<file path="src/rtl/pong_pkg.sv">
// Shared types and default constants for the Speed Pong match controller.
package pong_pkg;

    typedef enum logic [2:0] {
        IDLE  = 3'd0,
        SERVE = 3'd1,
        RALLY = 3'd2,
        POINT = 3'd3,
        OVER  = 3'd4
    } match_state_t;

    localparam int SCORE_W            = 4;
    localparam int DEF_WIN_SCORE      = 10;
    localparam int DEF_SERVE_TICKS    = 60;
    localparam int DEF_POINT_TICKS    = 30;
    localparam int DEF_HITS_PER_LEVEL = 4;
    localparam int DEF_MAX_LEVEL      = 7;

    // The timer is at least 8 bits wide, and wider only when a delay needs it.
    function automatic int timer_width(input int a, input int b);
        int m;
        m = (a > b) ? a : b;
        return (m > 255) ? $clog2(m + 1) : 8;
    endfunction

endpackage

</file>
<file path="src/rtl/pong_tick_timer.sv">
// Loadable down-counter paced by tick; done pulses on the tick that moves it 1 -> 0.
module pong_tick_timer #(
    parameter int W = 8
) (
    input  logic         clk,
    input  logic         reset,
    input  logic         load,
    input  logic [W-1:0] load_value,
    input  logic         tick,
    output logic         done
);

    logic [W-1:0] count;

    // NOTE: sequential state uses non-blocking assignments; reset is sampled on the clock edge.
    always_ff @(posedge clk) begin
        if (reset) begin
            count <= '0;
        end else if (load) begin
            count <= load_value;
        end else if (tick && (count != '0)) begin
            count <= count - W'(1);
        end
    end

    // done must not depend on load: the controller derives load from done when leaving POINT.
    assign done = tick && (count == W'(1));

endmodule

</file>
<file path="src/rtl/pong_match_ctrl.sv">
// Speed Pong match sequencer: game state, scores, rally speed and ball run/reset controls.
module pong_match_ctrl
    import pong_pkg::*;
#(
    parameter int WIN_SCORE      = DEF_WIN_SCORE,
    parameter int SERVE_TICKS    = DEF_SERVE_TICKS,
    parameter int POINT_TICKS    = DEF_POINT_TICKS,
    parameter int HITS_PER_LEVEL = DEF_HITS_PER_LEVEL,
    parameter int MAX_LEVEL      = DEF_MAX_LEVEL
) (
    input  logic               clk,
    input  logic               reset,
    input  logic               tick,
    input  logic               start,
    input  logic               goal_p1,
    input  logic               goal_p2,
    input  logic               paddle_hit,
    output logic               ball_reset,
    output logic               ball_run,
    output logic               serve_right,
    output logic [2:0]         speed_level,
    output logic [SCORE_W-1:0] score1,
    output logic [SCORE_W-1:0] score2,
    output logic               game_over,
    output logic               winner,
    output logic [2:0]         state
);

    localparam int TIMER_W = timer_width(SERVE_TICKS, POINT_TICKS);
    localparam int HIT_W   = $clog2(HITS_PER_LEVEL + 1);

    localparam logic [SCORE_W-1:0] WIN_S     = SCORE_W'(WIN_SCORE);
    localparam logic [2:0]         MAX_L     = 3'(MAX_LEVEL);
    localparam logic [HIT_W-1:0]   LAST_HIT  = HIT_W'(HITS_PER_LEVEL - 1);
    localparam logic [TIMER_W-1:0] SERVE_VAL = TIMER_W'(SERVE_TICKS);
    localparam logic [TIMER_W-1:0] POINT_VAL = TIMER_W'(POINT_TICKS);

    match_state_t       cur_state, next_state;
    logic [HIT_W-1:0]   hit_cnt;
    logic               timer_load, timer_tick, timer_done;
    logic [TIMER_W-1:0] timer_value;
    logic               p1_final, p2_final;

    assign p1_final = (score1 + 4'd1) == WIN_S;
    assign p2_final = (score2 + 4'd1) == WIN_S;

    always_ff @(posedge clk) begin
        if (reset) cur_state <= IDLE;
        else       cur_state <= next_state;
    end

    // NOTE: every always_comb output gets a default first so no latch is inferred.
    always_comb begin
        next_state = cur_state;
        unique case (cur_state)
            IDLE:    if (start) next_state = SERVE;
            SERVE:   if (timer_done) next_state = RALLY;
            RALLY: begin
                if (goal_p1)      next_state = p1_final ? OVER : POINT;
                else if (goal_p2) next_state = p2_final ? OVER : POINT;
            end
            POINT:   if (timer_done) next_state = SERVE;
            OVER:    if (start) next_state = SERVE;
            default: next_state = IDLE;
        endcase
    end

    always_comb begin
        ball_run   = (cur_state == RALLY);
        ball_reset = (cur_state != RALLY);
        game_over  = (cur_state == OVER);
        state      = cur_state;
    end

    // The timer is loaded on every entry into SERVE or POINT; the load beats a same-cycle tick.
    assign timer_load  = (next_state != cur_state) && ((next_state == SERVE) || (next_state == POINT));
    assign timer_value = (next_state == SERVE) ? SERVE_VAL : POINT_VAL;
    assign timer_tick  = tick && ((cur_state == SERVE) || (cur_state == POINT));

    pong_tick_timer #(.W(TIMER_W)) u_timer (
        .clk        (clk),
        .reset      (reset),
        .load       (timer_load),
        .load_value (timer_value),
        .tick       (timer_tick),
        .done       (timer_done)
    );

    always_ff @(posedge clk) begin
        if (reset) begin
            score1      <= '0;
            score2      <= '0;
            speed_level <= '0;
            hit_cnt     <= '0;
            serve_right <= 1'b0;
            winner      <= 1'b0;
        end else begin
            unique case (cur_state)
                IDLE, OVER: begin
                    if (start) begin
                        score1      <= '0;
                        score2      <= '0;
                        speed_level <= '0;
                        hit_cnt     <= '0;
                        serve_right <= 1'b0;
                        winner      <= 1'b0;
                    end
                end
                RALLY: begin
                    // Goal priority: goal_p1 over goal_p2, and any goal over a paddle hit.
                    if (goal_p1) begin
                        score1      <= score1 + 4'd1;
                        serve_right <= 1'b1;
                        if (p1_final) winner <= 1'b0;
                        speed_level <= '0;
                        hit_cnt     <= '0;
                    end else if (goal_p2) begin
                        score2      <= score2 + 4'd1;
                        serve_right <= 1'b0;
                        if (p2_final) winner <= 1'b1;
                        speed_level <= '0;
                        hit_cnt     <= '0;
                    end else if (paddle_hit) begin
                        if (hit_cnt == LAST_HIT) begin
                            hit_cnt <= '0;
                            if (speed_level != MAX_L) speed_level <= speed_level + 3'd1;
                        end else begin
                            hit_cnt <= hit_cnt + HIT_W'(1);
                        end
                    end
                end
                default: ;
            endcase
        end
    end

endmodule

</file>
<file path="config.mk">
export PLATFORM = sky130hd
export DESIGN_NAME = pong_match_ctrl
export DESIGN_NICKNAME = d
export VERILOG_FILES = /design/src/rtl/pong_pkg.sv /design/src/rtl/pong_tick_timer.sv /design/src/rtl/pong_match_ctrl.sv
export SDC_FILE = /design/constraint.sdc
export NUM_CORES = 1
export LEC_CHECK = 0
export BUFFER_PORTS_ARGS = -buffer_cell sky130_fd_sc_hd__buf_2
export CAP_MARGIN = 20
export CORE_AREA = 5 5 57 79
export DETAILED_ROUTE_END_ITERATION = 16
export DIE_AREA = 0 0 62 84
export GPL_TIMING_DRIVEN = 0
export MAX_ROUTING_LAYER = met4
export PLACE_DENSITY = 0.66
export SKIP_CTS_REPAIR_TIMING = 1
export SLEW_MARGIN = 20
export SYNTH_ARGS = -nofsm -noshare
export SYNTH_HDL_FRONTEND = slang
export SYNTH_SLANG_ARGS = --single-unit
</file>
<file path="constraint.sdc">
create_clock -name clk -period 5.8 [get_ports clk]
set_clock_uncertainty 0.05 [all_clocks]
set_input_delay 1.45 -clock clk [delete_from_list [all_inputs] [get_ports clk]]
set_output_delay 1.45 -clock clk [all_outputs]
set_load 0.05 [all_outputs]
</file>
== Word-level counts from Yosys, hierarchy flattened ==
Cells that the tools add are included.
Word-level totals
  bits in writable memories: 0
  logic and storage cells: 91
  output and inout port bits: 19
  latch bits: 0
  memories kept: 0
  register bits: 27
  bits of input ports: 7
  bits in read-only memories: 0
Operators by class
  magnitude comparators: 0
  shifts and indexed selects: 0
  reduce and logical (&&, ||, !) cells: 17
  add/sub/neg operators: 5
  equality and inequality tests: 23
  divide/modulo/power cells: 0
  multiply operators: 0
  muxes and demuxes: 38
  bitwise gates (word level): 0
Operator list (number)
  two-way mux 3 bit: 17
  two-way mux 4 bit: 4
  two-way mux 8 bit: 2
  one-hot mux 4 bit (2 select lines): 2
  equality test 3 x 2 -> 1 bit, second input constant: 4
  one-hot mux 3 bit (2 select lines): 2
  one-hot mux 3 bit (4 select lines): 1
  AND reduction 5 bit: 2
  != test 3 x 2 -> 1 bit, second input constant: 3
  AND reduction 3 bit: 3
  adder 4 x 1 -> 4 bit, second input constant: 2
  equality test 4 bit, second input constant: 2
  equality test 8 x 1 -> 1 bit, second input constant: 1
  != test 4 x 3 -> 1 bit, second input constant: 2
  nonzero test 8 bit: 1
  subtractor 8 x 1 -> 8 bit, second input constant: 1
  two-way mux 1 bit: 7
  adder 3 x 1 -> 3 bit, second input constant: 2
  equality test 3 x 1 -> 1 bit, second input constant: 2
  two-way mux 6 bit: 1
  != test 2 bit, second input constant: 3
  != test 3 bit, second input constant: 2
  logical AND 1 bit: 4
  != test 4 bit, second input constant: 1
  other kinds (9): 12

== Longest topological paths before layout ==
Gate-level depths: netlist (run 1).
  depth after elaboration: 10
  depth in mapped cells: 8
  gate-level depth less buffers: 7

== Cells and area by module ==
Synthesis (run 1) repeated with hierarchy kept, for this count alone.
Second synthesis, totals
  cells, all modules: 215
  area, all modules: 1720.4 µm²
By module, submodules not included
  pong_match_ctrl: area each 1207.4 µm², cells each 152, times used 1
  pong_tick_timer: area each 513.0 µm², cells each 63, times used 1

== Worst setup path after synthesis (run 1) ==
Ideal clock, no wire load.
  path type: register to output
  start point: reg cur_state[2] (netlist: state[2])
  end point: out game_over
  data required time: 4300 ps
  setup slack: 2370 ps
  stages on the path, launching flop included: 2
  arrival time: 1930 ps
  path through: dfxtp_1 -> nor3b_1
On the way
  longest elaborated chain between the ends: 1
Ends and longest elaborated chain
  start: declaration: RTL line pong_match_ctrl.sv:38  | match_state_t cur_state, next_state;
  start signal: assignment: RTL line pong_match_ctrl.sv:49  | else cur_state <= next_state;
  equality test 3 bit: RTL line pong_match_ctrl.sv:71  | game_over = (cur_state == OVER);
  end: declaration: RTL line pong_match_ctrl.sv:24  | output logic game_over,
No other way between the ends.

== Worst setup path after layout (run 1) ==
  start point: reg cur_state[1] (netlist: state[1])
  end point: out ball_run
On the way
  longest elaborated chain between the ends: 1
Ends and longest elaborated chain
  equality test 3 x 2 -> 1 bit: RTL line pong_match_ctrl.sv:69  | ball_run = (cur_state == RALLY);
  end: declaration: RTL line pong_match_ctrl.sv:19  | output logic ball_run,
No other way between the ends.

==> results.ini, run 1 <==
[finish]
area_delta_synth_final_pct=13.5
fin_nets=239
final_common_cell=dfxtp_1
drive_gt1_share_pct=16.3
finalInstanceArea_um2=1800
most-common-layout-cells=dfxtp_1 (27), buf_2 (23), nor2_1 (22), a21oi_1 (16), nand2_1 (15)
stdcell_count=264
diodes=0

[logic_synthesis]
ys_dominant_reg_cell=dfxtp_1
synth_cell_types=48
ys_seq_elements=27
synth_area_leaders=dfxtp_1 (34%), ha_1 (7.9%), nor2_1 (5.2%), a21oi_1 (5.0%), nand2_1 (3.5%)
seq_area_frac_synth_pct=34.0
syn_inst=194
synthesis.nets=211
yosysTopAreaCell=dfxtp_1
synth.avg_cell_area_um2=8.19
syn_area_um2=1590
synth-edff-count=0
synthArstFlopShare_pct=0
ys_warn_count=0
yosysTopAreaCellShare_pct=34.0

[setup_path]
crit_type=flop to output port
crit_arrival_ps=1730
rrSetupSlack_ps=3520
worst_path_largest_cell_delay_ps=380
crit_path_cell_trace=buf_4 > or3b_1 > buf_6 > inv_2 > buf_2
start_kind=flop
cp_max_fo=10
worstPathRequired_ps=4300
cp_slowest_cell=or3b_1
crit_path_end_kind=output port

[floorplan]
placementRows=27
die_y_um=84
dieArea_um2=5210
start_util_pct=42.0
die_w_um=62
core_um2=3780
pin_count=26

[global_route]
grt_pass1_wl_mm=5.93
overflow=0
first_global_vias=1385
grt_max_degree=15
antenna_found_initial=0
groute.usage.overall_pct=14.7

[clock_tree]
insertion_delay_ps=270
cts_sinks=27
cts_tree=done
cts_max_path_buffers=2
root_buffer=clkbuf_8
path_clk_slew_ps=90
cts_max_level=1
numCtsBuffers=3

[timing]
maxSlewHeadroom_pct=62.4
fmax_ghz=0.310
rsz0062_at_grt=false
hold_violations=0
finalSetupViolCount=0
report.final.slew_viol_count=0
tightest_slew_ps=560
fin_crit_sh_pct=55.6
layout_setup_ws_ps=2570
period_needed_ps=3230
fin_setup_tns_ps=0

[pwr]
power.density_nw_per_um2=196
leakagePower_uw=0.000726
vdd_ir_drop_max_v=0.000125

[placement]
place_inst=260
place_area_um2=1760
portBuffers=23
place_ws_ps=2660
dpl.hpwl_mm=2.59
routabilityCongestion=0.812

[run_status]
outcome=finished clean

[drt]
num_vias=1455
routedWlPerCell_um=12.9
drt_first_pass_iters=4
via_per_inst=5.51
drt-total-wl_mm=3.41
drc_errors=0
drt_iter0_markers=38
postRouteAntennaNets=0

[min_path]
hold_class=flop to flop

[job]
max_cap_violations=0

kinds of logic (layout without fill, tap and decap cells):
logic type | after synthesis | after routing | share of synthesized area [%]
adder cells (fa/ha/maj) | 10 | 10 | 7.87
AND/OR/NAND/NOR | 84 | 84 | 28.2
XOR/XNOR | 6 | 6 | 3.31
AO/OA/AOI/OAI | 45 | 45 | 18.6
buffers and inverters | 19 | 46 | 6.14
flip-flops | 27 | 27 | 34.0
multiplexers | 3 | 3 | 1.89
flip-flops by register name (all words and copies together) (netlist names):
signal / count
hit_cnt: 3
score1: 4
score2: 4
serve_right: 1
speed_level: 3
state: 3
u_timer.count: 8
winner: 1
per-layer routing:
layer	share of wire [%]	track usage (%)
met5	0	-
met3	2.7	1.86
met1	46	18.2
met4	2.1	5.60
met2	49	23.3
synthesized netlist by cell type, types with 2 or more instances:
cell / instances
nor4bb_1: 2
nor2_1: 22
nor4_1: 4
and3_1: 3
nor3_1: 6
mux2i_1: 3
nand2b_1: 3
o31a_1: 2
or4_1: 2
o31ai_1: 2
nor4b_1: 2
nand2_1: 15
nor2b_1: 2
xnor2_1: 6
a31oi_1: 2
buf_6: 3
ha_1: 10
a22oi_1: 2
nand3_1: 5
and2_1: 4
a21oi_1: 16
dfxtp_1: 27
o21ai_0: 7
a311oi_1: 2
inv_1: 8
nand4_1: 2
or3_1: 4
nand3b_1: 3
clkbuf_1: 5
a211oi_1: 2
worst max-delay path, delay by kind of cell, from the launching register on:
kind | cells | cell delay, ps
flip-flops | 1 | 330
buffers and inverters | 4 | 740
AND/OR/NAND/NOR | 1 | 380
layout make-up:
type                       instances  area, µm²
timing repair buffer              23        115
multi-input combinational        148        951
inverter                           9       33.8
buffer                            10       63.8
tap                               43       53.8
clock buffer                       4       45.0
fill                             399       1980
sequential                        27        541
metrics by stage:
stage | hold slack (ps) | total power (µW) | utilization, %
final | 432 | 354 | 47.7
after CTS | 439 | 359 | 47.7
after global placement | 416 | 253 | 46.5
after floorplan | 420 | 240 | -
after global routing | 469 | 373 | 47.7
after detailed placement | 425 | 253 | 46.5
worst paths after layout:
check	to	start	cells past startpoint
worst max-delay path	ball_run	state[1]	5
worst min-delay path	speed_level[2]	speed_level[2]	2
worst max register to register	u_timer.count[0]	state[1]	8
worst min register to register	speed_level[2]	speed_level[2]	2
power by group:
| group | internal (µW) | switching [µW] |
|---|---|---|
| Sequential | 191 | 4.31 |
| Combinational | 20.1 | 33.8 |
| Clock | 49.1 | 56.1 |
No activity file was read; power rests on OpenSTA's default activity.
==> run 2: changes to the inputs <==
--- a/config.mk
+++ b/config.mk
@@ -5,14 +5,15 @@
 export SDC_FILE = /design/constraint.sdc
 export NUM_CORES = 1
 export LEC_CHECK = 0
+export ABC_AREA = 1
 export BUFFER_PORTS_ARGS = -buffer_cell sky130_fd_sc_hd__buf_2
 export CAP_MARGIN = 20
-export CORE_AREA = 5 5 57 79
+export CORE_AREA = 5 5 58 80
 export DETAILED_ROUTE_END_ITERATION = 16
-export DIE_AREA = 0 0 62 84
+export DIE_AREA = 0 0 63 85
 export GPL_TIMING_DRIVEN = 0
 export MAX_ROUTING_LAYER = met4
-export PLACE_DENSITY = 0.66
+export PLACE_DENSITY = 0.65
 export SKIP_CTS_REPAIR_TIMING = 1
 export SLEW_MARGIN = 20
 export SYNTH_ARGS = -nofsm -noshare
==> constraint.sdc (replaced) <==
create_clock -name clk -period 3.1 [get_ports clk]
set_clock_uncertainty 0.05 [all_clocks]
set_input_delay 0.775 -clock clk [delete_from_list [all_inputs] [get_ports clk]]
set_output_delay 0.775 -clock clk [all_outputs]
set_load 0.05 [all_outputs]
==> results.ini, run 2 <==
[run_status]
outcome=finished clean

[setup_path]
worstRegToRegCells=11  ; +3
worst_path_largest_cell_delay_ps=470  ; +90 ps
crit_path_end_kind=output port
worstPathRequired_ps=2270  ; -2030 ps
start_kind=flop
cpLargestDelayFamily=buffers and inverters
crit_path_cell_trace=nand3_4 > inv_1 > buf_2
cp_max_fo=6  ; -4
rr_startpoint=score1[0]
crit_arrival_ps=1420  ; -310 ps
cp_num_buf_inv=2  ; -2
critical_path_depth=3  ; -2
cp_slowest_cell=dfxtp_1
crit_path_end=ball_run
crit_type=flop to output port
rr_endpoint=u_timer.count[0]
cp-startpoint=state[1]
rrSetupSlack_ps=1320  ; -2200 ps

[timing]
period_needed_ps=2250
hold_violations=0  ; unchanged
tightest_slew_ps=529  ; -31.6 ps
rsz0062_at_grt=false
layout_setup_ws_ps=850  ; -1720 ps
report.final.slew_viol_count=0  ; unchanged
fmax_ghz=0.445
finalSetupViolCount=0  ; unchanged
maxSlewHeadroom_pct=64.8  ; +2.4 points
hold_slack_ps=415  ; -16.4 ps
fin_crit_sh_pct=72.6
fin_setup_tns_ps=0  ; unchanged

[drt]
dr.max_layer_used=met4
drt_first_pass_iters=4  ; unchanged
routedWlPerCell_um=11.1  ; -14%
drt_iter0_markers=52  ; +37%
via_per_inst=4.86  ; -12%
wl_met1_mm=1.60  ; +1.3%
wl_met3_um=133  ; +45%
drt-total-wl_mm=3.37  ; -1.3%
postRouteAntennaNets=0  ; unchanged
wl_met2_mm=1.58  ; -5.2%
num_vias=1473  ; +1.2%
drc_errors=0  ; unchanged

[finish]
area_delta_synth_final_pct=13.4  ; about the same
diodes=0  ; unchanged
largest_reg_flops=8  ; unchanged
top_register=u_timer.count
reg_top3=u_timer.count: 8 flops, score1: 4 flops, score2: 4 flops
drive_gt1_share_pct=20.4  ; +4.1 points
fin_nets=278  ; +16%
final_common_cell=inv_1
most-common-layout-cells=inv_1 (39), nand2_1 (37), nor2_1 (32), dfxtp_1 (27), buf_2 (24)

[logic_synthesis]
ys_dominant_reg_cell=dfxtp_1
ys_seq_elements=27  ; unchanged
syn_inst=232  ; +20%
yosysTopAreaCellShare_pct=33.0  ; -1.1 points
synth.avg_cell_area_um2=7.07  ; -14%
synth_area_leaders=dfxtp_1 (33%), inv_1 (8.9%), nand2_1 (8.5%), ha_1 (7.6%), nor2_1 (7.3%)
synthArstFlopShare_pct=0  ; unchanged
synth-edff-count=0  ; unchanged
synthesis.nets=249  ; +18%
syn_area_um2=1640  ; +3.2%
synth_most_common_cell=inv_1
synth_cell_types=31  ; -35%
ys_warn_count=0  ; unchanged
seq_area_frac_synth_pct=33.0  ; -1.1 points
yosysTopAreaCell=dfxtp_1
synth_commonest_cells=inv_1 (39), nand2_1 (37), nor2_1 (32), dfxtp_1 (27)

[global_route]
overflow=0  ; unchanged
grt_pass1_wl_mm=5.80  ; -2.2%
grt_max_degree=16  ; +1
first_global_vias=1349  ; -2.6%
antenna_found_initial=0  ; unchanged
groute.usage.overall_pct=13.4  ; -1.3 points

[pwr]
vdd_ir_drop_max_v=0.000280  ; +120%
leakagePower_uw=0.000917  ; +26%
power.density_nw_per_um2=371  ; +89%

[floorplan]
placementRows=27  ; unchanged
dieArea_um2=5360  ; +2.8%
core_um2=3880  ; +2.7%
die_y_um=85  ; +1.2%
start_util_pct=42.2  ; +0.22 points
die_w_um=63  ; +1.6%
pin_count=26  ; unchanged

[clock_tree]
insertion_delay_ps=270  ; about the same
cts_tree=done
path_clk_slew_ps=90  ; about the same
cts_sinks=27  ; unchanged
cts_max_path_buffers=2  ; unchanged
root_buffer=clkbuf_8
cts_max_level=1  ; unchanged
numCtsBuffers=3  ; unchanged

[min_path]
hold_class=flop to flop

[placement]
place_ws_ps=1020  ; -1640 ps
portBuffers=24  ; +4.3%
routabilityCongestion=0.825  ; +1.6%
dpl.hpwl_mm=2.61  ; +0.81%

[job]
max_cap_violations=0  ; unchanged

## run 2: per-stage QoR
stage | util (%) | instance area [µm²] | cells | total power [µW]
floorplan | - | 1640 | 232 | 472
global placement | 46.7 | 1810 | 299 | 498
detailed placement | 46.7 | 1810 | 299 | 499
CTS | 47.9 | 1860 | 303 | 704
global route | 47.9 | 1860 | 303 | 734
finish | 47.9 | 1860 | 303 | 691
## run 2: cells by family after synthesis
logic type / Yosys count / share of synthesized area (%)
AOI/OAI and AO/OA: 40 / 14.9
xor gates and xnor gates: 3 / 1.60
adders and majority gates: 10 / 7.63
buffers and inverters: 47 / 10.8
DFF: 27 / 33.0
and+or+nand+nor: 105 / 32.2
## run 2: worst min-delay path by stage
stage | start | end | slack (ps) | cells past startpoint
floorplan | hit_cnt[2] | hit_cnt[2] | 390 | 2
global placement | hit_cnt[2] | hit_cnt[2] | 400 | 2
detailed placement | hit_cnt[2] | hit_cnt[2] | 410 | 2
CTS | hit_cnt[2] | hit_cnt[2] | 420 | 2
global route | hit_cnt[2] | hit_cnt[2] | 450 | 2
finish | winner | winner | 420 | 2
## run 2: cell type report
| type | count | area, µm² |
|---|---|---|
| fillers | 404 | 2020 |
| inverters | 45 | 169 |
| clock inverters | 1 | 5.00 |
| plain buffers | 2 | 7.51 |
| well taps | 43 | 53.8 |
| clock buffers | 3 | 41.3 |
| flip-flops and latches | 27 | 541 |
| repair buffers | 24 | 120 |
| multi-input cells | 158 | 923 |
## run 2: tightest hold or removal path, cell delays in order (launching register included)
cell and delay (ps):
dfxtp_1 320, nand2_1 60, a21oi_1 50
## run 2: power breakdown
| part | internal, µW | switching, µW |
|---|---|---|
| registers | 359 | 10.0 |
| logic | 37.7 | 83.9 |
| clock network | 90.1 | 110 |
## run 2: layer usage
metal | global-route usage, % | vias to the layer above
met5 | - | -
li1 | - | 801
met4 | 5.21 | 0
met3 | 2.38 | 5
met2 | 21.0 | 28
met1 | 16.9 | 639
==> run 3: changes to the inputs <==
--- a/config.mk
+++ b/config.mk
@@ -5,15 +5,15 @@
 export SDC_FILE = /design/constraint.sdc
 export NUM_CORES = 1
 export LEC_CHECK = 0
-export ABC_AREA = 1
+export ABC_AREA = 0
 export BUFFER_PORTS_ARGS = -buffer_cell sky130_fd_sc_hd__buf_2
 export CAP_MARGIN = 20
-export CORE_AREA = 5 5 58 80
+export CORE_AREA = 5 5 57 79
 export DETAILED_ROUTE_END_ITERATION = 16
-export DIE_AREA = 0 0 63 85
+export DIE_AREA = 0 0 62 84
 export GPL_TIMING_DRIVEN = 0
 export MAX_ROUTING_LAYER = met4
-export PLACE_DENSITY = 0.65
+export PLACE_DENSITY = 0.68
 export SKIP_CTS_REPAIR_TIMING = 1
 export SLEW_MARGIN = 20
 export SYNTH_ARGS = -nofsm -noshare
==> constraint.sdc (replaced) <==
create_clock -name clk -period 1.9 [get_ports clk]
set_clock_uncertainty 0.05 [all_clocks]
set_input_delay 0.475 -clock clk [delete_from_list [all_inputs] [get_ports clk]]
set_output_delay 0.475 -clock clk [all_outputs]
set_load 0.05 [all_outputs]
==> results.ini, run 3 (same netlist as run 1, synthesis figures left out) <==
[run_status]
outcome=finished with violations
violations=setup timing

[drt]
drt_first_pass_iters=5  ; +1
postRouteAntennaNets=0  ; unchanged
drt_iter0_markers=34  ; -35%
drt-total-wl_mm=3.82  ; +14%
num_vias=1517  ; +3.0%
via_per_inst=5.62  ; +16%
drc_errors=0  ; unchanged
routedWlPerCell_um=14.2  ; +27%

[finish]
finalCoreUtilization_pct=54.3  ; +6.4 points
area_delta_synth_final_pct=29.4
most-common-layout-cells=buf_2 (22), nor2_1 (20), dfxtp_1 (18), a21oi_1 (14), nand2_1 (12)
drive_gt1_share_pct=33.5  ; +13 points
fillCellCount=364  ; -9.9%
diodes=0  ; unchanged
final_common_cell=buf_2
top_register=u_timer.count
reg_top3=u_timer.count: 8 flops, score1: 4 flops, score2: 4 flops
fin_nets=245  ; -12%
regArea_um2=557  ; +3.0%
multi_input_area_um2=1110  ; +21%
largest_reg_flops=8  ; unchanged

[timing]
fmax_ghz=0.501
hold_violations=0  ; unchanged
report.final.slew_viol_count=0  ; unchanged
period_needed_ps=2000
layout_setup_ws_ps=-96.9  ; -947 ps
tightest_slew_ps=549  ; +20.5 ps
finalSetupViolCount=12  ; +12
rsz0062_at_grt=true
fin_crit_sh_pct=105
maxSlewHeadroom_pct=63.4  ; -1.4 points

[setup_path]
crit_path_end_kind=flop
worstPathRequired_ps=2050  ; -220 ps
crit_arrival_ps=2140  ; +720 ps
rr_startpoint=state[1]
cp_max_fo=8  ; +2
start_kind=flop
crit_type=flop to flop
cp-startpoint=state[1]

[placement]
place_ws_ps=-316  ; -1330 ps
routabilityCongestion=0.808  ; -2.1%
portBuffers=23  ; -4.2%
dpl.hpwl_mm=2.65  ; +1.5%

[min_path]
hold_class=input pin to flop
hp-start=start

[floorplan]
dieArea_um2=5210  ; -2.7%
die_w_um=62  ; -1.6%
placementRows=27  ; unchanged
core_um2=3780  ; -2.6%
start_util_pct=42.0  ; -0.22 points
die_y_um=84  ; -1.2%
pin_count=26  ; unchanged

[clock_tree]
root_buffer=clkbuf_8
cts_tree=done
cts_sinks=27  ; unchanged
numCtsBuffers=3  ; unchanged
insertion_delay_ps=270  ; about the same
path_clk_slew_ps=90  ; about the same
cts_max_path_buffers=2  ; unchanged
cts_max_level=1  ; unchanged

[pwr]
power.density_nw_per_um2=555  ; +49%
leakagePower_uw=0.000801  ; -13%
vdd_ir_drop_max_v=0.000663  ; +140%
p_total_uw=1140  ; +65%

[global_route]
groute.usage.overall_pct=15.0  ; +1.6 points
grt_max_degree=16  ; unchanged
first_global_vias=1369  ; +1.5%
grt_pass1_wl_mm=6.00  ; +3.3%
overflow=0  ; unchanged
antenna_found_initial=0  ; unchanged

[job]
max_cap_violations=0  ; unchanged

run 3: cell types whose count changed in the layout (fill, tap and decap cells not counted), sizes merged, moves of 5 or more:
cell,delta
inv,-36
xnor2,+6
nand2,-26
buf,+11
nand3,-13
o21ai,-7
nor3,+5
nor2,-17
run 3: cell type report:
type / count / share of cell area (%)
Clock inverter: 1 / 0.243
Tap cell: 43 / 2.62
Buffer: 7 / 2.56
Sequential cell: 27 / 27.1
Timing Repair Buffer: 32 / 9.37
Clock buffer: 3 / 2.01
Multi-Input combinational cell: 148 / 54.2
Inverter: 9 / 1.89
run 3: power by group:
part | total, µW | switching (µW) | internal, µW | leakage [µW]
Sequential | 600 | 18.1 | 582 | 0.000223
Clock | 317 | 170 | 147 | 0.0000255
Combinational | 223 | 126 | 97.4 | 0.000552
run 3: worst max-delay path: stages, from the launching register on:
cell	delay, ps
dfxtp_4	400
or3b_4	390
buf_6	150
or3_4	320
buf_6	140
or3_1	350
a21oi_1	130
run 3: path summary, 6_finish.rpt:
| path | slack (ps) | cells after the start | end |
|---|---|---|---|
| setup / recovery | -100 | 6 | speed_level[1] |
| hold / removal | 430 | 4 | state[2] |
| setup reg to reg | -100 | 6 | speed_level[1] |
| hold reg to reg | 430 | 2 | speed_level[1] |
run 3: metal layers:
layer	share of wire, %	track usage [%]	wire (µm)
met1	42	17.6	1620
met2	53	24.3	2030
met3	2.6	2.48	98
met4	2.0	6.18	77
met5	0	-	0
run 3: stage by stage:
stage          TNS (ps)  hold slack, ps  area, µm²  cells
5_1_grt           -1660             430       2060    270
3_3_place_gp      -2450             410       1800    260
2_1_floorplan     -2020             420       1640    194
4_1_cts           -3030             427       1850    264
3_5_place_dp      -2940             414       1800    260
6_report           -704             427       2060    270
